==> src/rtl/regfile_dump_reader.sv <==
// Walks register-file debug reads START_IDX..END_IDX onto a valid/ready stream with a running sum.
// Each word takes 2 cycles minimum; out_valid holds its word until accepted, and drops early only on abort.
module regfile_dump_reader #(
  parameter int START_IDX = 0,
  parameter int END_IDX   = 31
) (
  input  logic        clk,
  input  logic        rst,
  input  logic        start,
  input  logic        abort,
  output logic [4:0]  reg_index,
  input  logic [31:0] reg_data,
  output logic        out_valid,
  input  logic        out_ready,
  output logic [4:0]  out_index,
  output logic [31:0] out_data,
  output logic [31:0] checksum,
  output logic        busy,
  output logic        done
);

  localparam logic [4:0] FIRST_IDX = 5'(START_IDX);
  localparam logic [4:0] LAST_IDX  = 5'(END_IDX);

  typedef enum logic [1:0] {IDLE, FETCH, SEND, DONE} state_t;

  state_t state;

  assign busy = (state != IDLE);

  always_ff @(posedge clk or negedge rst) begin
    if (!rst) begin
      state     <= IDLE;
      reg_index <= FIRST_IDX;
      out_valid <= 1'b0;
      out_index <= 5'd0;
      out_data  <= 32'd0;
      checksum  <= 32'd0;
      done      <= 1'b0;
    end else begin
      done <= 1'b0;
      case (state)
        IDLE: begin
          reg_index <= FIRST_IDX;
          if (start && !abort) begin
            checksum <= 32'd0;
            state    <= FETCH;
          end
        end
        FETCH: begin
          if (abort) begin
            state     <= IDLE;
            reg_index <= FIRST_IDX;
            out_valid <= 1'b0;
          end else begin
            // Value is captured here; later register-file writes do not affect this word.
            out_data  <= reg_data;
            out_index <= reg_index;
            out_valid <= 1'b1;
            state     <= SEND;
          end
        end
        SEND: begin
          // Abort beats a coincident handshake: the word is treated as not accepted.
          if (abort) begin
            state     <= IDLE;
            reg_index <= FIRST_IDX;
            out_valid <= 1'b0;
          end else if (out_ready) begin
            checksum  <= checksum + out_data;
            out_valid <= 1'b0;
            if (reg_index == LAST_IDX) begin
              state <= DONE;
              done  <= 1'b1;
            end else begin
              reg_index <= reg_index + 5'd1;
              state     <= FETCH;
            end
          end
        end
        DONE: begin
          state     <= IDLE;
          reg_index <= FIRST_IDX;
          out_valid <= 1'b0;
        end
        default: begin
          state     <= IDLE;
          reg_index <= FIRST_IDX;
          out_valid <= 1'b0;
        end
      endcase
    end
  end

endmodule

==> config.mk <==
export PLATFORM = sky130hd
export DESIGN_NAME = regfile_dump_reader
export DESIGN_NICKNAME = d
export VERILOG_FILES = /design/src/rtl/regfile_dump_reader.sv
export SDC_FILE = /design/constraint.sdc
export NUM_CORES = 1
export LEC_CHECK = 0
export ABC_AREA = 1
export BUFFER_PORTS_ARGS = -buffer_cell sky130_fd_sc_hd__buf_2
export CAP_MARGIN = 20
export CORE_ASPECT_RATIO = 0.5
export CORE_MARGIN = 4
export CORE_UTILIZATION = 25
export CTS_BUF_LIST = sky130_fd_sc_hd__clkbuf_4 sky130_fd_sc_hd__clkbuf_8 sky130_fd_sc_hd__clkbuf_16
export DETAILED_ROUTE_END_ITERATION = 7
export SYNTH_ARGS = -nofsm -noshare
export SYNTH_HDL_FRONTEND = slang
export SYNTH_SLANG_ARGS = --single-unit
export TNS_END_PERCENT = 30
==> constraint.sdc <==
create_clock -name clk -period 2.5 [get_ports clk]
set_input_delay 0.25 -clock clk [delete_from_list [all_inputs] [get_ports clk]]
set_output_delay 0.25 -clock clk [all_outputs]
set_load 0.02 [all_outputs]
After elaboration in Yosys (flattened, before gate mapping)
Index checks and enable logic that the tools add are counted.
{"block": "word_totals", "elab_cells": 55, "reg_bits": 78, "in_bits": 37, "output_inout_bits": 77}
{"block": "op_classes", "n_addsub": 2, "bitwise": 1, "n_reduce_logical": 12, "mux": 23, "n_eq_ne": 10}
{"operator": "$mux 32", "count": 3}
{"operator": "$pmux 32 s2", "count": 1}
{"operator": "$add 32x32->32", "count": 1}
{"operator": "$mux 5", "count": 4}
{"operator": "$pmux 5 s3", "count": 1}
{"operator": "$mux 2", "count": 5}
{"operator": "$ne 2x2->1 const B", "count": 4}
{"operator": "$pmux 2 s4", "count": 1}
{"operator": "$mux 1", "count": 7}
{"operator": "$ne 3x3->1 const B", "count": 2}
{"operator": "$reduce_and 2->1", "count": 3}
{"operator": "$add 5x1->5 const B", "count": 1}
{"operator": "$eq 5x5->1 const B", "count": 1}
{"operator": "$eq 2x2->1 const B", "count": 2}
{"operator": "$reduce_and 4->1", "count": 1}
{"operator": "$reduce_bool 2->1", "count": 2}
{"operator": "$pmux 1 s3", "count": 1}
{"operator": "$reduce_and 3->1", "count": 1}
{"operator": "$reduce_bool 3->1", "count": 1}
{"operator": "$eq 2x1->1 const B", "count": 1}
{"operator": "$logic_not 2->1", "count": 1}
{"operator": "$reduce_or 2->1", "count": 1}
{"operator": "$logic_and 1x1->1", "count": 1}
{"operator": "$logic_not 1->1", "count": 1}
{"operator": "$not 1->1", "count": 1}

Depth between registers and ports, before layout
Gate-level depths: netlist (run 1).
{"block": "logic_depth", "ltp_word": 5, "mapped_depth": 14, "depth_no_buf": 14}

Least setup slack after synthesis (run 1)
No wires, ideal clock.
{"block": "synth_timing", "path_kind": "register to register", "start": "reg checksum[0]", "end": "reg checksum[28]", "setup_ns": 0.117, "required_time_ns": 2.383, "path_slack_ns": 0.575, "stages_incl_launch_ff": 14, "arrival_ns": 1.807, "period_less_slack_ns": 1.925, "cell_sequence": "dfrtp_1 ha_1 inv_1 fa_1 inv_1 nand3_1 nand3_1 nand3_1 nand3_1 nand2_1 nand2_1 nand2_1 nand3_1 nand2_1"}
{"block": "synth_between", "elab_chain_len": 4}
{"element": "start: declaration", "line": "17", "text": "output logic [31:0] checksum,"}
{"element": "start signal: assignment", "line": "70", "text": "checksum <= checksum + out_data;"}
{"element": "$add 32x32->32", "line": "70"}
{"element": "$mux 32", "line": "69", "text": "end else if (out_ready) begin"}
{"element": "$mux 32", "line": "65", "text": "if (abort) begin"}
{"element": "$pmux 32 s2", "line": "42", "text": "case (state)"}
No other way between the ends. The select of a mux whose other input is x is not followed.
A chain may end at the register's enable or synchronous reset.

Worst setup path after layout (run 1)
{"block": "layout_timing", "start": "reg checksum[0]", "end": "reg checksum[16]"}
Same word-level chain as after synthesis.

==> implementation parameters, run 1 <==
Parameter                              Value

CTS
  Clock-pin slew on the worst setup and hold paths ... approximately 0.07 ns
  TritonCTS Sinks ... slightly below 80
  Clock network latency to the later pin of the worst-skew pair ... 0.35 ns
  Clock root cell ... clkbuf_16
  CTS Buf Count ... 9
  TritonCTS clock tree ... built
  CTS H-tree depth ... 3
  Clk buf depth ... 2

STA
  Unrepaired setup endpoints after global routing ... false
  Total count of hold-check failures in the final report ... 0
  Worst-Margin Slew ... 0.6054 ns
  Setup tns final ... 0 ns
  Upper clock frequency limit ... ~0.47 GHz
  Max-slew violations ... 0
  Final critical delay including setup and external delays ... about 2.1 ns
  Layout Skew ... 0.01061 ns
  Final setup viols ... 0
  Ratio of final minimum period to clock period ... between 80% and 90%
  Worst Slack Setup Final ... ~0.35 ns
  Worst rel slew slack ... 59.64%

Run
  Max-capacitance violation count ... 0

Cells and area
  Share of final-layout standard cells stronger than drive strength 1 ... a little over a fifth
  Total area of multi-input combinational cells ... 2849 um^2
  Sequential cell area in the final layout ... 1952 um^2
  Area Growth Syn to Fin ... 23.08%
  Number of diodes ... 0
  Fill cell total of the finished layout ... 2318
  Most common library cell in the layout ignoring fill and taps ... nand2_1
  Net count reported at finish ... 956
  Commonest non-fill, non-tap cells in the layout ... nand2_1, inv_1, buf_2

Global route
  Gr usage total ... 13.77%
  Pin count of the biggest net entering global routing ... 45
  Antenna violations before repair ... 0
  Leftover overflow at the end of global routing ... 0
  Vias in the first global route ... 5080
  First-pass GRT wire length ... 26.68 mm

Place
  Weighted congestion at the end of routability-driven global placement ... 0.9209
  # port buffers ... 113
  Sum of net half-perimeters after detailed placement ... about 13 mm
  Setup WS pre-CTS ... approximately 0.41 ns

Worst setup path
  Standard cell with the maximum stage delay on the critical path ... dfrtp_1
  Data arrival time of the worst path ... around 2.4 ns
  Critical path buffers and inverters ... 2
  Most repeated library cell on the critical path ... nand2_1
  Critical path start-end classification ... flop to flop
  Element type at the critical path start ... flop
  Stage delay of the slowest cell on the critical path ... 0.37 ns
  CP cell instances ... ha_1 -> inv_1 -> fa_1 -> inv_1 -> nand3_1 -> nand3_1 -> nand2_1 -> nand2_1 -> nand3_1 -> nand2_1 -> nand2_1 -> nand2_1 -> o21ai_1
  Nature of the critical path endpoint ... flop
  Family of cells with the greatest summed delay on the critical path ... simple AND/OR/NAND/NOR gates
  Required @ worst endpoint ... 2.72 ns
  Crit-path max FO ... 5

Die
  Die Footprint ... 24020 um^2
  Core area ... 20830 um^2
  Number of placement rows ... 37
  Die W ... approximately 220 um
  Top-level I/O count ... 114
  Die H ... 111.6 um
  Initial standard-cell utilization of the core ... between 20% and 30%

Power and ir drop
  Pwr dens ... 622.1 nW/um^2
  Worst supply voltage drop on vdd ... 0.2697 mV
  Leakage power figure ... 3.887 nW
  Total design power ... 4.109 mW

Routing
  DRC Markers ... 0
  Routed length per instance ... roughly 14 um
  Vias per cell ... 4.405
  Total number of vias ... 5123
  Initial drt markers ... slightly below 400
  Routed Antenna Nets ... 0
  First-pass DRT Iterations ... 5
  Post-Route WL ... between 15 and 20 mm

Yosys
  Share of Yosys cell area claimed by the top area cell type ... 36.37%
  Cell count after synthesis ... roughly 770
  Number of synthesized flops with an enable pin ... 0
  Synth async-reset ratio ... 100.0%
  Seq/Total Area, Yosys ... between 30% and 40%
  Synth Net Count ... 839
  Ys Warns ... 0
  Main area contributors after synthesis ... dfrtp_1, nand2_1, inv_1
  Synthesized area divided by synthesized cell count ... 6.987 um^2
  Cell type with the highest aggregate area in the netlist ... dfrtp_1
  Post-Synthesis Cell Area ... ~5400 um^2
  Number of flip-flops and latches in the synthesized netlist ... 78
  Most common flop cell mapped by yosys ... dfrtp_1
  Post-synthesis cell type count ... 31

Outcome
  Outcome ... complete, no violations

Min path
  Worst min-delay path class ... primary input to flop
## metal layers
metal	GRT usage (%)	vias up	wire length [um]
li1	-	2624	-
met1	19.39	2381	8268
met2	21.87	104	7210
met3	2.836	14	692
met4	3.087	0	182
met5	0	-	0
## cell type report
type / instances / share of cell area (%)
multi-input cells: 544 / 43.13
clock buffers: 9 / 3.410
flip-flops and latches: 78 / 29.55
inverters: 135 / 7.672
clock inverters: 7 / 1.591
repair buffers: 117 / 9.471
well taps: 273 / 5.171
## Yosys cell counts, types with 3 or more instances
cell / number
a21oi_1: 32
nand4_1: 3
o21bai_1: 3
nand3_1: 45
nor3_1: 7
nor2_2: 6
o21ai_1: 4
nand2_2: 9
nand2_1: 290
dfrtp_1: 78
mux2_2: 31
inv_1: 130
ha_1: 33
nor2_1: 45
inv_2: 5
o21ai_0: 18
buf_2: 8
## state kept, by name, indices dropped and copies added (netlist names)
register / flops
out_data: 32
checksum: 32
state: 2
reg_index: 5
done: 1
out_index: 5
out_valid: 1
## cells by family (layout without fill, tap and decap cells)
group	after synthesis	in the layout	synth area share, %
AO/OA/AOI/OAI	64	64	6.552
XOR/XNOR	2	2	0.3265
adder cells (fa/ha/maj)	34	34	8.067
buffers and inverters	146	268	10.54
flip-flops	78	78	36.37
multiplexers	31	31	6.505
AND/OR/NAND/NOR	413	413	31.64
## worst paths after layout
check	startpoint	endpoint	cells after the start	slack, ns
setup / recovery	checksum[0]	checksum[16]	13	0.35
hold / removal	reg_data[30]	out_data[30]	2	0.13
hold reg to reg	out_index[3]	out_index[3]	2	0.49
min in group asynchronous	rst	done	2	0.46
setup reg to reg	checksum[0]	checksum[16]	13	0.35
max in group asynchronous	rst	checksum[16]	3	1.42
## through the flow
step | hold slack, ns | instance area [um^2] | cells | util (%)
after global placement | 0.3066 | 6265 | 1146 | 30.07
after floorplan | -0.04559 | 5366 | 768 | -
after CTS | 0.1126 | 6605 | 1163 | 31.71
after global routing | 0.1210 | 6605 | 1163 | 31.71
final | 0.1261 | 6605 | 1163 | 31.71
after detailed placement | 0.3104 | 6265 | 1146 | 30.07
## power by group
part           total [mW]  internal (mW)  switching (mW)
logic                1.10          0.391           0.706
clock network        1.50          0.890           0.608
registers            1.51           1.39           0.120
total                4.11           2.67            1.43
## timing repair
action	4_1_cts	5_1_grt
hold endpoints to repair	43	0
gates resized for setup	0	0
hold buffers	1	0
buffers inserted	0	0
No activity file was read; power rests on OpenSTA's default activity.
==> inputs of run 2 (changes only) <==
--- a/config.mk
+++ b/config.mk
@@ -5,9 +5,7 @@
 export SDC_FILE = /design/constraint.sdc
 export NUM_CORES = 1
 export LEC_CHECK = 0
-export ABC_AREA = 1
 export BUFFER_PORTS_ARGS = -buffer_cell sky130_fd_sc_hd__buf_2
-export CAP_MARGIN = 20
 export CORE_ASPECT_RATIO = 0.5
 export CORE_MARGIN = 4
 export CORE_UTILIZATION = 25
==> run 2 against run 1 <==
Largest power group is now combinational cells; non-clock buffer count rose by 94; die area fell by 13%; worst hold slack improved by 0.0051 ns; total power rose by 39%; routed wire length fell by 16%; final cell count fell by 23%; synthesized cell count fell by 41%; the flow now finishes with violations (setup timing); sequential share of layout area fell by 1.0 points; combinational power rose by 120%; critical endpoint is now checksum[31]; setup slack got worse by 0.59 ns; fmax fell by 22%.
==> implementation parameters, run 2 <==
Parameter                              Value

Die
  Die W ... 200.7 um
  Die Footprint ... 20950 um^2
  Core area ... 17780 um^2
  Die H ... roughly 100 um
  Initial standard-cell utilization of the core ... 26.11%
  Top-level I/O count ... 114
  Number of placement rows ... 34

Routing
  Total number of vias ... 4137
  Initial drt markers ... 129
  Wl on met1 ... 6.442 mm
  DRC Markers ... 0
  Routed length per instance ... 15.22 um
  Post-Route WL ... 13.68 mm
  First-pass DRT Iterations ... 4
  Top sig layer ... met4
  Vias per cell ... 4.602
  Routed Antenna Nets ... 0
  Routed wire length on met3 ... just over 500 um
  Wire length on met2 ... 6.593 mm

STA
  Total count of hold-check failures in the final report ... 0
  Worst-Margin Slew ... 0.5495 ns
  Layout Skew ... roughly 0.012 ns
  Ratio of final minimum period to clock period ... 109.7%
  Worst Slack Setup Final ... -0.2416 ns
  Unrepaired setup endpoints after global routing ... true
  Upper clock frequency limit ... around 0.36 GHz
  Final setup viols ... 8
  Worst rel slew slack ... a little under two thirds
  Final critical delay including setup and external delays ... 2.742 ns
  Max-slew violations ... 0

Cells and area
  Commonest non-fill, non-tap cells in the layout ... buf_2, buf_4, dfrtp_1
  Fill cell total of the finished layout ... 1753
  Total area of multi-input combinational cells ... about 2900 um^2
  Share of final-layout standard cells stronger than drive strength 1 ... between 50% and 60%
  Most common library cell in the layout ignoring fill and taps ... buf_2
  Number of diodes ... 0
  Net count reported at finish ... 731
  Top Registers ... checksum (32), out_data (32)
  Fraction of the core area covered by cells at the end of the flow ... 38.76%
  Area Growth Syn to Fin ... 48.45%
  Sequential cell area in the final layout ... 1968 um^2
  Final standard cell area without fillers ... 6893 um^2

Place
  # port buffers ... 113
  Sum of net half-perimeters after detailed placement ... 10.55 mm
  Weighted congestion at the end of routability-driven global placement ... slightly below 0.9
  Instance area after placement ... roughly 6300 um^2
  Setup WS pre-CTS ... -0.2934 ns

CTS
  TritonCTS clock tree ... built
  CTS H-tree depth ... 3
  TritonCTS Sinks ... 78
  Clock network latency to the later pin of the worst-skew pair ... between 0.3 and 0.4 ns
  Clock root cell ... clkbuf_16
  CTS Buf Count ... 9
  Clock-pin slew on the worst setup and hold paths ... 0.07 ns
  Clk buf depth ... 2

Worst setup path
  Standard cell with the maximum stage delay on the critical path ... or4b_1
  Origin of the worst setup path ... out_data[1]
  CP cell instances ... ha_1 -> a211oi_2 -> o21ai_4 -> o41ai_4 -> o31a_4 -> o31ai_4 -> a41oi_4 -> or4b_1 -> and3_4 -> a21oi_2
  Critical path start-end classification ... flop to flop
  Crit-path max FO ... 3
  Stage delay of the slowest cell on the critical path ... 0.51 ns
  Data arrival time of the worst path ... 3.02 ns
  Start of the worst register-to-register path ... out_data[1]
  Element type at the critical path start ... flop
  Required @ worst endpoint ... 2.78 ns
  Nature of the critical path endpoint ... flop

Yosys
  Main area contributors after synthesis ... dfrtp_1, mux2_2, ha_1
  Ys Warns ... 0
  Cell type with the highest aggregate area in the netlist ... dfrtp_1
  Synth Net Count ... 522
  Top cell types by occurrence after synthesis ... dfrtp_1, nand2_1, o21ai_0
  Number of synthesized flops with an enable pin ... 0
  Share of Yosys cell area claimed by the top area cell type ... a little over two fifths
  Synthesized area divided by synthesized cell count ... 10.30 um^2
  Post-synthesis cell type count ... 60
  Synth async-reset ratio ... 100.0%
  Most common flop cell mapped by yosys ... dfrtp_1
  Cell count after synthesis ... 451
  Seq/Total Area, Yosys ... 42.04%
  Most frequently used cell type in the post-synthesis netlist ... dfrtp_1
  Post-Synthesis Cell Area ... 4643 um^2
  Number of flip-flops and latches in the synthesized netlist ... 78

Power and ir drop
  Clock power frac ... between 20% and 30%
  Combinational cell fraction of total power ... 42.4%
  Net switching fraction of the power ... 36.30%
  Int Pwr ... ~3.6 mW
  Worst supply voltage drop on vdd ... 0.3157 mV
  Power spent charging and discharging nets ... 2.068 mW
  Part of the total power dissipated in sequential elements ... 29.5%
  Total design power ... 5.697 mW
  Leakage power figure ... 3.404 nW
  Pwr dens ... 826.5 nW/um^2

Min path
  Worst min-delay path class ... primary input to flop
  Startpoint of the worst hold path ... reg_data[15]

Global route
  Pin count of the biggest net entering global routing ... 41
  Leftover overflow at the end of global routing ... 0
  Vias in the first global route ... 4330
  Antenna violations before repair ... 0
  First-pass GRT wire length ... 22.45 mm
  Gr usage total ... 13.10%

Outcome
  Outcome ... finished, violations left
  Violations in the final reports ... setup timing

Run
  Max-capacitance violation count ... 0
-- run 2: area by class of cell --
type                       count  share of cell area, %
tap                          234                  4.248
multi-input combinational    350                  42.15
clock buffer                   9                  3.267
timing repair buffer         211                  19.37
clock inverter                 7                  1.870
sequential                    78                  28.55
inverter                      10                 0.5446
-- run 2: timing repair --
item	4_1_cts	5_1_grt
setup buffers	1	4
cloned	0	0
setup endpoints to repair	12	14
gates resized for setup	16	27
endpoints found under the hold margin	38	0
pin swaps	8	11
hold buffers	1	0
-- run 2: worst paths after layout --
check / end / slack (ns) / cells past startpoint
worst max-delay path: checksum[31] / -0.24 / 10
worst min-delay path: out_data[15] / 0.13 / 2
worst max register to register: checksum[31] / -0.24 / 10
worst min register to register: out_index[1] / 0.51 / 1
max in group asynchronous: out_data[10] / 1.43 / 3
min in group asynchronous: out_data[26] / 0.43 / 2
-- run 2: kinds of logic (layout without fill, tap and decap cells) --
group                    Yosys count  count (layout)  synth area share (%)
multiplexers                      39              39                 9.431
adder cells (fa/ha/maj)           34              34                 9.324
AND/OR/NAND/NOR                  113             113                 11.96
XOR/XNOR                          25              25                 4.716
buffers and inverters             23             237                 2.102
flip-flops                        78              78                 42.04
AO/OA/AOI/OAI                    139             139                 20.43
-- run 2: per-stage QoR --
| stage | cells | TNS [ns] | hold WS (ns) |
|---|---|---|---|
| finish | 899 | -0.6211 | 0.1312 |
| global placement | 878 | -1.567 | 0.2702 |
| CTS | 896 | -0.9446 | 0.1191 |
| global route | 899 | -1.832 | 0.1252 |
| detailed placement | 878 | -2.150 | 0.2756 |
| floorplan | 451 | -0.6685 | -0.04559 |
-- run 2: critical path, delay by kind of cell (launching register included) --
family / cells / cell delay (ns)
AO/OA/AOI/OAI: 7 / 1.24
adder cells (fa/ha/maj): 1 / 0.33
flip-flops: 1 / 0.41
AND/OR/NAND/NOR: 2 / 0.69
-- run 2: power by group through the flow --
stage	Combinational [mW]	Sequential, mW	Clock [mW]
after floorplan	1.10	1.94	0
after global placement	2.28	1.70	0
after detailed placement	2.29	1.71	0
after CTS	2.34	1.69	1.64
after global routing	2.65	1.72	1.69
final	2.42	1.68	1.60
-- run 2: routing by layer --
layer	track usage [%]	vias up
met5	0	-
met2	22.16	46
li1	-	2087
met4	2.895	0
met3	3.084	15
met1	17.13	1989
